--- src/rtl/fpu_pkg.sv ---
// Shared FPU definitions: default field widths, exponent/qNaN helpers and
// default-width stage records for the pipelined float adder.
package fpu_pkg;

    localparam int unsigned EXP_W_DEF = 8;
    localparam int unsigned MAN_W_DEF = 23;
    localparam int unsigned TAG_W_DEF = 4;
    localparam int unsigned FW_DEF    = 1 + EXP_W_DEF + MAN_W_DEF;

    function automatic int unsigned exp_max(input int unsigned ew);
        return (32'd1 << ew) - 32'd1;
    endfunction

    // Canonical quiet NaN {0, all-ones exponent, 1, zeros}, right-aligned in 128 bits.
    function automatic logic [127:0] qnan(input int unsigned ew, input int unsigned mw);
        logic [127:0] r;
        r = ((128'd1 << ew) - 128'd1) << mw;
        r = r | (128'd1 << (mw - 1));
        return r;
    endfunction

    typedef struct packed {
        logic                   sign;
        logic                   sub;
        logic [EXP_W_DEF-1:0]   exp;
        logic [MAN_W_DEF:0]     lsig;
        logic [MAN_W_DEF+3:0]   ssig;
        logic                   spec;
        logic                   nan;
        logic [TAG_W_DEF-1:0]   tag;
    } fadd_s01_t;

    typedef struct packed {
        logic                   sign;
        logic signed [EXP_W_DEF+1:0] exp;
        logic [MAN_W_DEF:0]     sig;
        logic [2:0]             grs;
        logic                   zero;
        logic                   spec;
        logic                   nan;
        logic [TAG_W_DEF-1:0]   tag;
    } fadd_s12_t;

endpackage

--- src/rtl/fadd_lzc.sv ---
// Parametrised leading-zero counter; zero flags an all-zero input.
module fadd_lzc #(
    parameter int unsigned W = 27
) (
    input  logic [W-1:0]         a,
    output logic [$clog2(W)-1:0] cnt,
    output logic                 zero
);

    always_comb begin
        cnt  = '0;
        zero = 1'b1;
        for (int unsigned i = 0; i < W; i++) begin
            if (zero && a[W-1-i]) begin
                cnt  = ($clog2(W))'(i);
                zero = 1'b0;
            end
        end
    end

endmodule

--- src/rtl/fadd_pipe.sv ---
// 3-stage handshaked float add/subtract (align, add/normalise, round/pack).
// FADD_RNE_EN selects round-to-nearest-even; default is legacy round-half-up.
module fadd_pipe
    import fpu_pkg::*;
#(
    parameter int unsigned EXP_W = EXP_W_DEF,
    parameter int unsigned MAN_W = MAN_W_DEF,
    parameter int unsigned TAG_W = TAG_W_DEF
) (
    input  logic                   clk,
    input  logic                   rst,
    input  logic                   in_valid,
    output logic                   in_ready,
    input  logic                   op,
    input  logic [EXP_W+MAN_W:0]   x1,
    input  logic [EXP_W+MAN_W:0]   x2,
    input  logic [TAG_W-1:0]       in_tag,
    output logic                   out_valid,
    input  logic                   out_ready,
    output logic [EXP_W+MAN_W:0]   y,
    output logic                   ovf,
    output logic [TAG_W-1:0]       out_tag,
    output logic                   busy
);

    localparam int unsigned FW  = 1 + EXP_W + MAN_W;
    localparam int unsigned SW  = MAN_W + 4;
    localparam int unsigned EW2 = EXP_W + 2;
    localparam int unsigned CW  = $clog2(SW);
    localparam logic [EXP_W-1:0]      EMAX   = EXP_W'(exp_max(EXP_W));
    localparam logic signed [EW2-1:0] EMAX_S = EW2'(exp_max(EXP_W));
    localparam logic [FW-1:0]         QNAN   = FW'(qnan(EXP_W, MAN_W));

    // Stage records at this instance's widths; same layout as the fpu_pkg types.
    typedef struct packed {
        logic               sign;
        logic               sub;
        logic [EXP_W-1:0]   exp;
        logic [MAN_W:0]     lsig;
        logic [SW-1:0]      ssig;
        logic               spec;
        logic               nan;
        logic [TAG_W-1:0]   tag;
    } s01_t;

    typedef struct packed {
        logic                  sign;
        logic signed [EW2-1:0] exp;
        logic [MAN_W:0]        sig;
        logic [2:0]            grs;
        logic                  zero;
        logic                  spec;
        logic                  nan;
        logic [TAG_W-1:0]      tag;
    } s12_t;

    logic v0, v1, v2, ld0, ld1, ld2;
    s01_t a01, r01;
    s12_t b12, r12;
    logic [FW-1:0] yn;
    logic          ovfn;

    assign ld2       = !v2 || out_ready;
    assign ld1       = !v1 || ld2;
    assign ld0       = !v0 || ld1;
    assign in_ready  = ld0;
    assign out_valid = v2;
    assign busy      = v0 || v1 || v2;

    // S0: align
    logic             s1x, s2x, inf1, inf2, nan1, nan2, swap, lsgn, ssgn;
    logic [EXP_W-1:0] e1, e2, lexp, sexp, d;
    logic [MAN_W-1:0] m1, m2, mf1, mf2, lman, sman;
    logic [SW-1:0]    sfull, shifted, lost;

    always_comb begin
        a01   = '0;
        s1x   = x1[FW-1];
        s2x   = x2[FW-1] ^ op;
        e1    = x1[FW-2:MAN_W];
        e2    = x2[FW-2:MAN_W];
        m1    = x1[MAN_W-1:0];
        m2    = x2[MAN_W-1:0];
        inf1  = (e1 == EMAX) && (m1 == '0);
        inf2  = (e2 == EMAX) && (m2 == '0);
        nan1  = (e1 == EMAX) && (m1 != '0);
        nan2  = (e2 == EMAX) && (m2 != '0);
        mf1   = (e1 == '0) ? '0 : m1;
        mf2   = (e2 == '0) ? '0 : m2;
        swap  = {e2, mf2} > {e1, mf1};
        if (swap) {lsgn, lexp, lman, ssgn, sexp, sman} = {s2x, e2, mf2, s1x, e1, mf1};
        else      {lsgn, lexp, lman, ssgn, sexp, sman} = {s1x, e1, mf1, s2x, e2, mf2};
        d       = lexp - sexp;
        sfull   = {sexp != '0, sman, 3'b000};
        shifted = sfull >> d;
        lost    = sfull & ~({SW{1'b1}} << d);
        if (32'(d) >= 32'(SW - 1)) a01.ssig = {{(SW-1){1'b0}}, |sfull};
        else                       a01.ssig = {shifted[SW-1:1], shifted[0] | (|lost)};
        a01.spec = nan1 || nan2 || inf1 || inf2;
        a01.nan  = nan1 || nan2 || (inf1 && inf2 && (s1x != s2x));
        a01.sign = a01.spec ? (inf1 ? s1x : s2x) : lsgn;
        a01.sub  = lsgn ^ ssgn;
        a01.exp  = lexp;
        a01.lsig = {lexp != '0, lman};
        a01.tag  = in_tag;
    end

    // S1: add / normalise
    logic [SW:0]           sum;
    logic [SW-1:0]         nsig;
    logic [CW-1:0]         lz;
    logic                  lz_zero;
    logic signed [EW2-1:0] ebase, nexp;

    always_comb begin
        if (r01.sub) sum = {1'b0, r01.lsig, 3'b000} - {1'b0, r01.ssig};
        else         sum = {1'b0, r01.lsig, 3'b000} + {1'b0, r01.ssig};
    end

    fadd_lzc #(.W(SW)) u_lzc (.a(sum[SW-1:0]), .cnt(lz), .zero(lz_zero));

    always_comb begin
        b12   = '0;
        ebase = {2'b00, r01.exp};
        if (sum[SW]) begin
            nsig = {sum[SW:2], sum[1] | sum[0]};
            nexp = ebase + EW2'(1);
        end else begin
            nsig = sum[SW-1:0] << lz;
            nexp = ebase - EW2'(lz);
        end
        b12.sign = r01.sign;
        b12.exp  = nexp;
        b12.sig  = nsig[SW-1:3];
        b12.grs  = nsig[2:0];
        b12.zero = lz_zero && !sum[SW];
        b12.spec = r01.spec;
        b12.nan  = r01.nan;
        b12.tag  = r01.tag;
    end

    // S2: round / pack
    logic                  inc;
    logic [MAN_W+1:0]      rnd;
    logic [MAN_W-1:0]      man;
    logic signed [EW2-1:0] ef;

`ifdef FADD_RNE_EN
    assign inc = r12.grs[2] && (r12.grs[1] || r12.grs[0] || r12.sig[0]);
`else
    logic rs_unused;
    assign rs_unused = r12.grs[1] | r12.grs[0];
    assign inc       = r12.grs[2];
`endif

    always_comb begin
        rnd  = {1'b0, r12.sig} + {{(MAN_W+1){1'b0}}, inc};
        ovfn = 1'b0;
        if (rnd[MAN_W+1]) begin
            man = rnd[MAN_W:1];
            ef  = r12.exp + EW2'(1);
        end else begin
            man = rnd[MAN_W-1:0];
            ef  = r12.exp;
        end
        if (r12.nan)                        yn = QNAN;
        else if (r12.spec)                  yn = {r12.sign, EMAX, {MAN_W{1'b0}}};
        else if (r12.zero)                  yn = '0;
        else if (ef >= EMAX_S) begin
            yn   = {r12.sign, EMAX, {MAN_W{1'b0}}};
            ovfn = 1'b1;
        end
        else if (ef[EW2-1] || ef == '0)     yn = {r12.sign, {(FW-1){1'b0}}};
        else                                yn = {r12.sign, ef[EXP_W-1:0], man};
    end

    always_ff @(posedge clk or posedge rst) begin
        if (rst) begin
            v0      <= 1'b0;
            v1      <= 1'b0;
            v2      <= 1'b0;
            r01     <= '0;
            r12     <= '0;
            y       <= '0;
            ovf     <= 1'b0;
            out_tag <= '0;
        end else begin
            if (ld0) begin
                v0 <= in_valid;
                if (in_valid) r01 <= a01;
            end
            if (ld1) begin
                v1 <= v0;
                if (v0) r12 <= b12;
            end
            if (ld2) begin
                v2 <= v1;
                if (v1) begin
                    y       <= yn;
                    ovf     <= ovfn;
                    out_tag <= r12.tag;
                end
            end
        end
    end

endmodule
--- config.mk ---
export PLATFORM = sky130hd
export DESIGN_NAME = fadd_pipe
export DESIGN_NICKNAME = d
export VERILOG_FILES = /design/src/rtl/fpu_pkg.sv /design/src/rtl/fadd_lzc.sv /design/src/rtl/fadd_pipe.sv
export SDC_FILE = /design/constraint.sdc
export NUM_CORES = 1
export LEC_CHECK = 0
export BUFFER_PORTS_ARGS = -buffer_cell sky130_fd_sc_hd__buf_4
export CAP_MARGIN = 20
export CORE_MARGIN = 8
export CORE_UTILIZATION = 55
export CTS_CLUSTER_SIZE = 20
export DETAILED_ROUTE_END_ITERATION = 7
export GPL_TIMING_DRIVEN = 0
export PLACE_DENSITY = 0.74
export SYNTH_ARGS = -nofsm -noshare
export SYNTH_HDL_FRONTEND = slang
export SYNTH_HIERARCHICAL = 1
export SYNTH_SLANG_ARGS = --single-unit
export TNS_END_PERCENT = 1
--- constraint.sdc ---
create_clock -name clk -period 8.7 [get_ports clk]
set_input_delay 1.74 -clock clk [delete_from_list [all_inputs] [get_ports clk]]
set_output_delay 1.74 -clock clk [all_outputs]
set_load 0.05 [all_outputs]
# Word-level counts from Yosys, hierarchy flattened
# Cells that the tools add are included.
# totals
ff_bits,152
in_bits,73
output_inout_bits,40
wordCells,183
# classes
addsub,7
n_lt_le_gt_ge,3
n_eq_ne,3
n_shift,3
mux,78
n_bitwise,6
reduce_logical,61
# op_table
cell,n
$mux 23,5
$mux 32,3
$mux 31,2
$mux 5,11
$mux 27,2
$logic_not 23->1,2
$reduce_bool 23->1,2
$mux 1,36
$logic_and 1x1->1,33
$mux 4,8
$gt 31x31->1,1
$add 27x27->28,1
$mux 28,1
$sub 27x27->28,1
$and 27x27->27,1
$not 27->27,1
$reduce_or 27->1,1
$shl 27x5->27,1
$shl 27x8->27 const A,1
$shr 27x8->27,1
$add 24x1->25,1
$reduce_or 24->1,1
$mux 10,2
$eq 8x8->1 const B,2
18 further kinds,41

# Longest topological paths before layout
# Gate-level depths: netlist of run 1.
# depth
depth_word,57
depth_mapped,30
mapped_depth_nobuf,27

# Cells and area by module
# The synthesis of run 1 kept the hierarchy.
# modules_own_cells
mod,n_inst,cells_per_inst,area_each_um2,seq_area_each_um2
fadd_pipe,1,1945,14994.4,3753.6
fadd_lzc,1,53,339.1,0.0

# Least setup slack after synthesis of run 1
# OpenSTA, ideal clock, no wires.
# synth_timing
path_kind,input-to-reg
startpoint,input port x2[24]
endpoint,register r01[7] in the netlist's numbering
t_arrival_ns,7.109
setup_slack_ns,1.465
cell_stages,25
n_path_buf,8
cell_sequence,nor4_1 -> nand2_2 -> and2_1 -> clkbuf_1 -> ha_1 -> a21oi_1 -> o21ai_0 -> a32o_1 -> or4_4 -> buf_6 -> nand2_8 -> buf_4 -> buf_2 -> buf_2 -> mux2i_1 -> ha_1 -> clkbuf_1 -> inv_1 -> clkbuf_1 -> clkbuf_1 -> mux4_2 -> nor2_1 -> nor2_1 -> o211a_1 -> a221o_1
# synth_via
elab_chain_len,7
elab_cells_between_ends,11
cone_classes,add/sub (1); order compare (2); shift (1); mux (5); reduce/logical (2)
# synth_lines
element,line_no,text
"start, declared",fadd_pipe.sv:16,"input logic [EXP_W+MAN_W:0] x2,"
$logic_not 8->1,fadd_pipe.sv:89,mf2 = (e2 == '0) ? '0 : m2;
$mux 23,fadd_pipe.sv:89,
$gt 31x31->1,fadd_pipe.sv:90,"swap = {e2, mf2} > {e1, mf1};"
$mux 8,fadd_pipe.sv:91,"if (swap) {lsgn, lexp, lman, ssgn, sexp, sman} = {s2x, e2, mf2, s1x, e1, mf1};"
$sub 8x8->8 or $reduce_bool 8->1 (tied branches),"fadd_pipe.sv:93, fadd_pipe.sv:94",
$shr 27x8->27 or $ge 8x5->1 (tied branches),"fadd_pipe.sv:95, fadd_pipe.sv:97",
$mux 27 (*),fadd_pipe.sv:97,"if (32'(d) >= 32'(SW - 1)) a01.ssig = {{(SW-1){1'b0}}, |sfull};"
"end signal, assigned",fadd_pipe.sv:182,r01 <= '0;
"end signal, assigned",fadd_pipe.sv:190,if (in_valid) r01 <= a01;
"end, declared",fadd_pipe.sv:58,"s01_t a01, r01;"
# Every way passes the cells marked *; elsewhere a longest branch is shown, timed or not.
# A chain may end at the register's enable or synchronous reset.

# Worst setup path after layout of run 1
# layout_timing
startpoint,input port x1[27]
endpoint,register r01[18] in the netlist's numbering
# layout_via
elab_chain_len,7
elab_cells_between_ends,11
cone_classes,add/sub (1); order compare (2); shift (1); mux (5); reduce/logical (2)
# layout_lines
element,line_no,text
"start, declared",fadd_pipe.sv:15,"input logic [EXP_W+MAN_W:0] x1,"
$logic_not 8->1,fadd_pipe.sv:88,mf1 = (e1 == '0) ? '0 : m1;
$mux 23,fadd_pipe.sv:88,
$gt 31x31->1,fadd_pipe.sv:90,
$mux 8,fadd_pipe.sv:91,
$sub 8x8->8 or $reduce_bool 8->1 (tied branches),"fadd_pipe.sv:93, fadd_pipe.sv:94",
$shr 27x8->27 or $ge 8x5->1 (tied branches),"fadd_pipe.sv:95, fadd_pipe.sv:97",
$mux 27 (*),fadd_pipe.sv:97,
# Marked as above.

==> results.toml, run 1 <==
[outcome]
status = "complete, no violations"

[sta]
slew_violations = 0
period_minus_slack_ns = 8.45
whs_ns = 0.464
relSlewSlack_pct = 30.4
worst_pin_slew_ns = 1.04
skew_ns = 0.00768
fin_crit_sh_pct = 97.1
tns_ns = 0
rsz0062_at_grt = "true"
max_freq_mhz = 118
setup_viol = 0
hold_viol = 0

[cts]
path_clk_slew_ns = 0.07
cts.sinks = 150
clkLatencyLatePin_ns = 0.44
cts_buffers = 17
ctsHtreeMaxLevel = 4
cts_root_buf = "clkbuf_16"
postCtsSetupRepairBufs = 0
cts_tree = "built"
clk_path_buf_depth = 2

[worst_setup_path]
critical_path_required_ns = 9.07
critical_path_class = "primary input to flop"
cp_common_cell = "buf_2"
cp_slowest_cell = "nor4_1"
r2r-start = "r01[13]$_DFFE_PP0P_"
reg2reg_depth = 29
path_buf_inv = 8
r2r-end = "r12[41]$_DFFE_PP0P_"
critPathCaptureType = "flop"
crit_family = "simple AND/OR/NAND/NOR gates"
r2r_setup_slack_ns = 0.52
cpPeakStageDelay_ns = 0.58
arrival_ns = 8.82
critPathLaunchType = "primary input"
crit_fanout = 10

[placed_design]
place_congestion = 1.00
place.port_buffers = 112
placed_area_um2 = 16700
dp_hpwl_um = 44800

[finish]
fill_cells = 2567
fin_area_um2 = 17400
multi_input_area_um2 = 10700
synthToLayoutAreaGrowth_pct = 13.2
layout-drive-gt1-share_pct = 12.0
final_core_util_pct = 62.8
ff_latch_area_um2 = 3750
fin_nets = 2295

[floorplanning]
fp.dieH_um = 183
start_util_pct = 55.5
fp.dieW_um = 183
num_rows = 61
core-area_um2 = 27600
pin_count = 113
dieArea_um2 = 33500

[global_routing]
grt_pass1_wl_um = 88600
gr-total-overflow = 0
antenna_found_initial = 1
grtUsageTotal_pct = 33.0
grt_max_degree = 88
grt_pass1_vias = 16055

[pwr]
ir_worst_vdd_mv = 0.134
powerDensity_nw_per_um2 = 274
leakagePower_nw = 7.73

[synthesis]
synthCells = 1998
synth_area_um2 = 15300
synth_cell_types = 96
ys_seq_elements = 150
syn_avg_cell_area_um2 = 7.67
yosysWarnings = 6
ys.flop_type = "dfrtp_1"
ys_async_sr_fraction_pct = 100
synth.net_count = 2163
synth_edf_count = 0
ys_seq_area_share_pct = 24.5

[hold_path]
min_to = "r12[0]$_DFFE_PP0P_"
min_from = "b12[0]$_DFFE_PP0P_"
min_path_cells = 2
hp-class = "flop to flop"

[route]
wl_per_cell_um = 22.3
drt.antenna.violating_nets = 0
via_per_inst = 6.56
drc = 0
vias = 16543
drt-pass1-iter-count = 8
wirelength_um = 56300
drt_iter0_drc = 1924

[flow_run]
maxCapViolCount = 0
-- worst min-delay path, stage by stage (launching register included) --
cell and delay, ns:
dfrtp_1 0.34, nand2_1 0.05, nand2_1 0.05
-- cell type report --
class | count | area share [%]
clock buffer | 19 | 2.55
antenna | 1 | 0.0144
sequential | 150 | 21.6
clock inverter | 13 | 1.07
tap | 378 | 2.72
timing repair buffer | 113 | 5.00
buffer | 118 | 2.91
inverter | 118 | 2.58
multi-input combinational | 1612 | 61.5
-- report_power, final --
group	total, mW	internal (mW)	leakage [nW]	switching [mW]
registers	1.09	0.896	1.88	0.198
logic	2.86	1.01	5.54	1.85
clock network	0.803	0.470	0.302	0.333
total	4.76	2.38	7.73	2.38
-- layout by cell type, fill, tap and decap left out, types with 29 or more instances in the layout --
master,count
clkbuf_1,88
nor3_1,42
dfrtp_1,150
ha_1,90
nand4_1,29
inv_1,113
xnor2_1,36
a21oi_1,142
buf_4,115
mux2i_1,65
nand2_1,291
nand3_1,54
nor2_1,164
o21ai_0,178
nor4_1,31
-- synth_stat cells, types with 18 or more instances --
cell type / number / area [um^2]
nand4_1: 29 / 181
xnor2_1: 37 / 324
mux2i_1: 66 / 661
o211ai_1: 23 / 173
nand2_1: 291 / 1090
ha_1: 90 / 1130
nor2b_1: 19 / 119
o21ai_0: 178 / 891
mux4_2: 28 / 631
and2_1: 21 / 131
clkbuf_1: 89 / 334
a31oi_1: 22 / 138
inv_1: 114 / 428
a22o_1: 18 / 158
nor3_1: 42 / 210
nand2b_1: 18 / 113
xor2_1: 25 / 219
a21oi_1: 142 / 711
dfrtp_1: 150 / 3750
nor4_1: 32 / 200
nor2_1: 164 / 616
nand3_1: 54 / 270
o31ai_1: 21 / 158
-- per-stage QoR --
step                power [mW]  std cells  setup slack (ns)
floorplan                 3.02       1998              1.47
global placement          3.84       2488            -0.304
detailed placement        3.88       2489            -0.404
CTS                       4.69       2521            0.0492
global route              5.02       2521           -0.0986
finish                    4.76       2522             0.252
-- worst max path at each step --
stage	slack, ns	depth (start not counted)	start	end
after floorplan	1.47	25	x2[24]	r01[7]$_DFFE_PP0P_
after global placement	-0.30	28	x2[27]	r01[18]$_DFFE_PP0P_
after detailed placement	-0.40	28	x2[27]	r01[18]$_DFFE_PP0P_
after CTS	0.05	28	x2[27]	r01[18]$_DFFE_PP0P_
after global routing	-0.1	27	x1[27]	r01[12]$_DFFE_PP0P_
final	0.25	28	x1[27]	r01[18]$_DFFE_PP0P_
-- layer usage --
layer	track usage (%)	vias up	routed length (um)
met5	0	-	0
met4	14.5	0	2300
met3	5.42	150	4610
met2	52.2	887	25300
met1	44.0	7939	24100
li1	-	7567	-
-- sequential cells by signal, indices dropped and copies added (netlist names) --
register,flops
y,32
v1,1
b12,7
inc,1
out_valid,1
v0,1
out_tag,4
ovf,1
ebase,8
r12,42
r01,52
-- logic make-up after synthesis --
kind of cell,count (synthesis),synth area share (%)
fa+ha+maj,92,7.61
compound gates,596,25.1
xor+xnor,62,3.54
simple gates,751,23.4
buf+inv,236,6.15
mux,111,9.67
flops,150,24.5
-- what timing repair did --
| action | in CTS | in global routing |
|---|---|---|
| setup endpoints to repair | 0 | 31 |
| hold buffers | 0 | 0 |
| resized for setup | 0 | 13 |
Note: power is estimated with default switching activity, not from simulation.
==> run 2, diff against run 1 <==
--- a/config.mk
+++ b/config.mk
@@ -12,9 +12,9 @@
 export CTS_CLUSTER_SIZE = 20
 export DETAILED_ROUTE_END_ITERATION = 7
 export GPL_TIMING_DRIVEN = 0
+export HOLD_SLACK_MARGIN = 0.02
 export PLACE_DENSITY = 0.74
 export SYNTH_ARGS = -nofsm -noshare
 export SYNTH_HDL_FRONTEND = slang
-export SYNTH_HIERARCHICAL = 1
 export SYNTH_SLANG_ARGS = --single-unit
 export TNS_END_PERCENT = 1
==> run 2 against run 1 <==
Synthesized cell count increased by 10%. Setup slack got worse by 0.23 ns. Core utilization about the same. Hold slack improved by 0.0055 ns. Clock power decreased by 11%. Sequential share of layout area decreased by 0.93 points. Power decreased by 0.34%. Count of clock-buffer cells in the layout decreased by 1. Largest power group unchanged.
==> results.toml, run 2 <==
[synthesis]
yosysWarnings = 0
synth.net_count = 2369
ys_async_sr_fraction_pct = 100
synthCells = 2204
synth_top_cells_by_area = "dfrtp_1 (23%), nand2_1 (8.0%), ha_1 (7.0%)"
synthTopCellsByCount = "nand2_1 (343), o21ai_0 (194), a21oi_1 (176)"
ys_seq_area_share_pct = 23.2
yosysTopAreaCellShare_pct = 23.2
synth_cell_types = 101
ys_seq_elements = 150
post-synth-top-count-cell = "nand2_1"
synth_top_area_cell = "dfrtp_1"
ys.flop_type = "dfrtp_1"
synth_area_um2 = 16200
synth_edf_count = 0
syn_avg_cell_area_um2 = 7.34

[sta]
skew_ns = 0.0148
hold_viol = 0
whs_ns = 0.470
max_freq_mhz = 115
worst_pin_slew_ns = 1.19
relSlewSlack_pct = 20.0
setup_viol = 0
slew_violations = 0
period_minus_slack_ns = 8.67
fin_crit_sh_pct = 99.7
rsz0062_at_grt = "true"

[cts]
postCtsSetupRepairBufs = 0
path_clk_slew_ns = 0.07
ctsHtreeMaxLevel = 4
cts.sinks = 150
clkLatencyLatePin_ns = 0.44
cts_buffers = 17
cts_tree = "built"
clk_path_buf_depth = 2
cts_root_buf = "clkbuf_16"

[finish]
layout-drive-gt1-share_pct = 11.3
diodes = 0
fin_nets = 2500
top_register = "r01"
layout_commonest_cell = "nand2_1"
reg.largest.list = "r01: 52 flops, r12: 42 flops, y: 32 flops"
synthToLayoutAreaGrowth_pct = 12.2
largest_reg_flops = 52
final_core_util_pct = 62.9
final_cell_mix = "nand2_1 (343), o21ai_0 (194), a21oi_1 (176)"
fill_cells = 2655
fin_area_um2 = 18100

[floorplanning]
fp.dieW_um = 187
start_util_pct = 56.0
pin_count = 113
dieArea_um2 = 35100
num_rows = 62
fp.dieH_um = 187
core-area_um2 = 28900

[worst_setup_path]
reg2reg_depth = 26
r2r-end = "r12[42]$_DFFE_PP0P_"
r2r-start = "r01[10]$_DFFE_PP0P_"
crit_fanout = 10
crit_family = "compound AO/OA/AOI/OAI gates"
critPathCaptureType = "flop"
cp_common_cell = "nand2_1"
arrival_ns = 8.95
cpPeakStageDelay_ns = 0.53
critPathLaunchType = "primary input"
critical_path_class = "primary input to flop"
r2r_setup_slack_ns = 1.30
cp_slowest_cell = "ha_2"
critical_path_required_ns = 8.98
path_buf_inv = 7

[global_routing]
grt_pass1_wl_um = 99100
antenna_found_initial = 0
grt_pass1_vias = 17680
gr-total-overflow = 0
grt_max_degree = 78
grtUsageTotal_pct = 35.0

[hold_path]
min_to = "y[22]$_DFFE_PP0P_"
min_path_cells = 2
hp-class = "flop to flop"
min_from = "y[22]$_DFFE_PP0P_"

[route]
drt.antenna.violating_nets = 0
drc = 0
vias = 18747
wirelength_um = 64200
drt_iter0_drc = 2685
drt-pass1-iter-count = 7
wl_per_cell_um = 23.5
via_per_inst = 6.86

[pwr]
p_total_mw = 4.74
ir_worst_vdd_mv = 0.182
powerDensity_nw_per_um2 = 261
leakagePower_nw = 7.70

[placed_design]
dp_hpwl_um = 52100
place_congestion = 1.07
place.port_buffers = 112
placed_area_um2 = 17500

[flow_run]
maxCapViolCount = 0

[outcome]
status = "complete, no violations"
-- run 2: cells by family (layout without fill, tap and decap cells) --
| family | count (synthesis) | in the layout | share of synthesized area (%) |
|---|---|---|---|
| compound gates | 763 | 763 | 31.6 |
| flops | 150 | 150 | 23.2 |
| xor+xnor | 63 | 63 | 3.41 |
| simple gates | 850 | 850 | 24.8 |
| fa+ha+maj | 92 | 92 | 7.21 |
| mux | 48 | 48 | 3.82 |
| buf+inv | 238 | 382 | 5.97 |
-- run 2: worst max-delay path by stage --
stage | endpoint | startpoint | cells after the start
6_report | r01[6]$_DFFE_PP0P_ | x2[27] | 27
5_1_grt | r01[6]$_DFFE_PP0P_ | x2[27] | 27
4_1_cts | r01[7]$_DFFE_PP0P_ | x2[27] | 28
3_5_place_dp | r01[6]$_DFFE_PP0P_ | x2[27] | 28
3_3_place_gp | r01[6]$_DFFE_PP0P_ | x2[27] | 28
2_1_floorplan | r01[7]$_DFFE_PP0P_ | x2[24] | 27
-- run 2: metal layers --
layer / vias up / wire length, um / track usage, %
met4: 0 / 3820 / 19.2
li1: 8439 / - / -
met5: - / 0 / 0
met2: 1235 / 28300 / 55.3
met3: 247 / 6480 / 7.12
met1: 8826 / 25500 / 44.4
-- run 2: per-stage QoR --
stage	setup WS [ns]	instances	setup TNS (ns)
final	0.0260	2732	0
after global routing	-0.0852	2732	-0.256
after CTS	0.00825	2732	0
after detailed placement	-1.62	2701	-32.96
after global placement	-1.60	2700	-31.01
after floorplan	1.31	2204	0
-- run 2: what timing repair did --
item,4_1_cts,5_1_grt
endpoints found under the hold margin,0,0
hold buffers,0,0
endpoints found under the setup margin,27,25
resized for setup,8,13
-- run 2: area by class of cell --
cell class,instances,area (um^2),share of cell area (%)
Sequential cell,150,3750,20.7
Buffer,129,564,3.11
Clock buffer,18,429,2.37
Timing Repair Buffer,113,868,4.79
Multi-Input combinational cell,1816,11500,63.4
Tap cell,384,480,2.65
Inverter,108,412,2.27
Clock inverter,14,135,0.745
-- run 2: tightest hold or removal path, delay by kind of cell (launching register included) --
kind	cells	cell delay, ns
flip-flops	1	0.34
AND/OR/NAND/NOR	2	0.10
-- run 2: report_power, final --
part	internal (mW)	switching, mW
sequential	0.890	0.214
clock	0.379	0.335
combinational	0.973	1.95
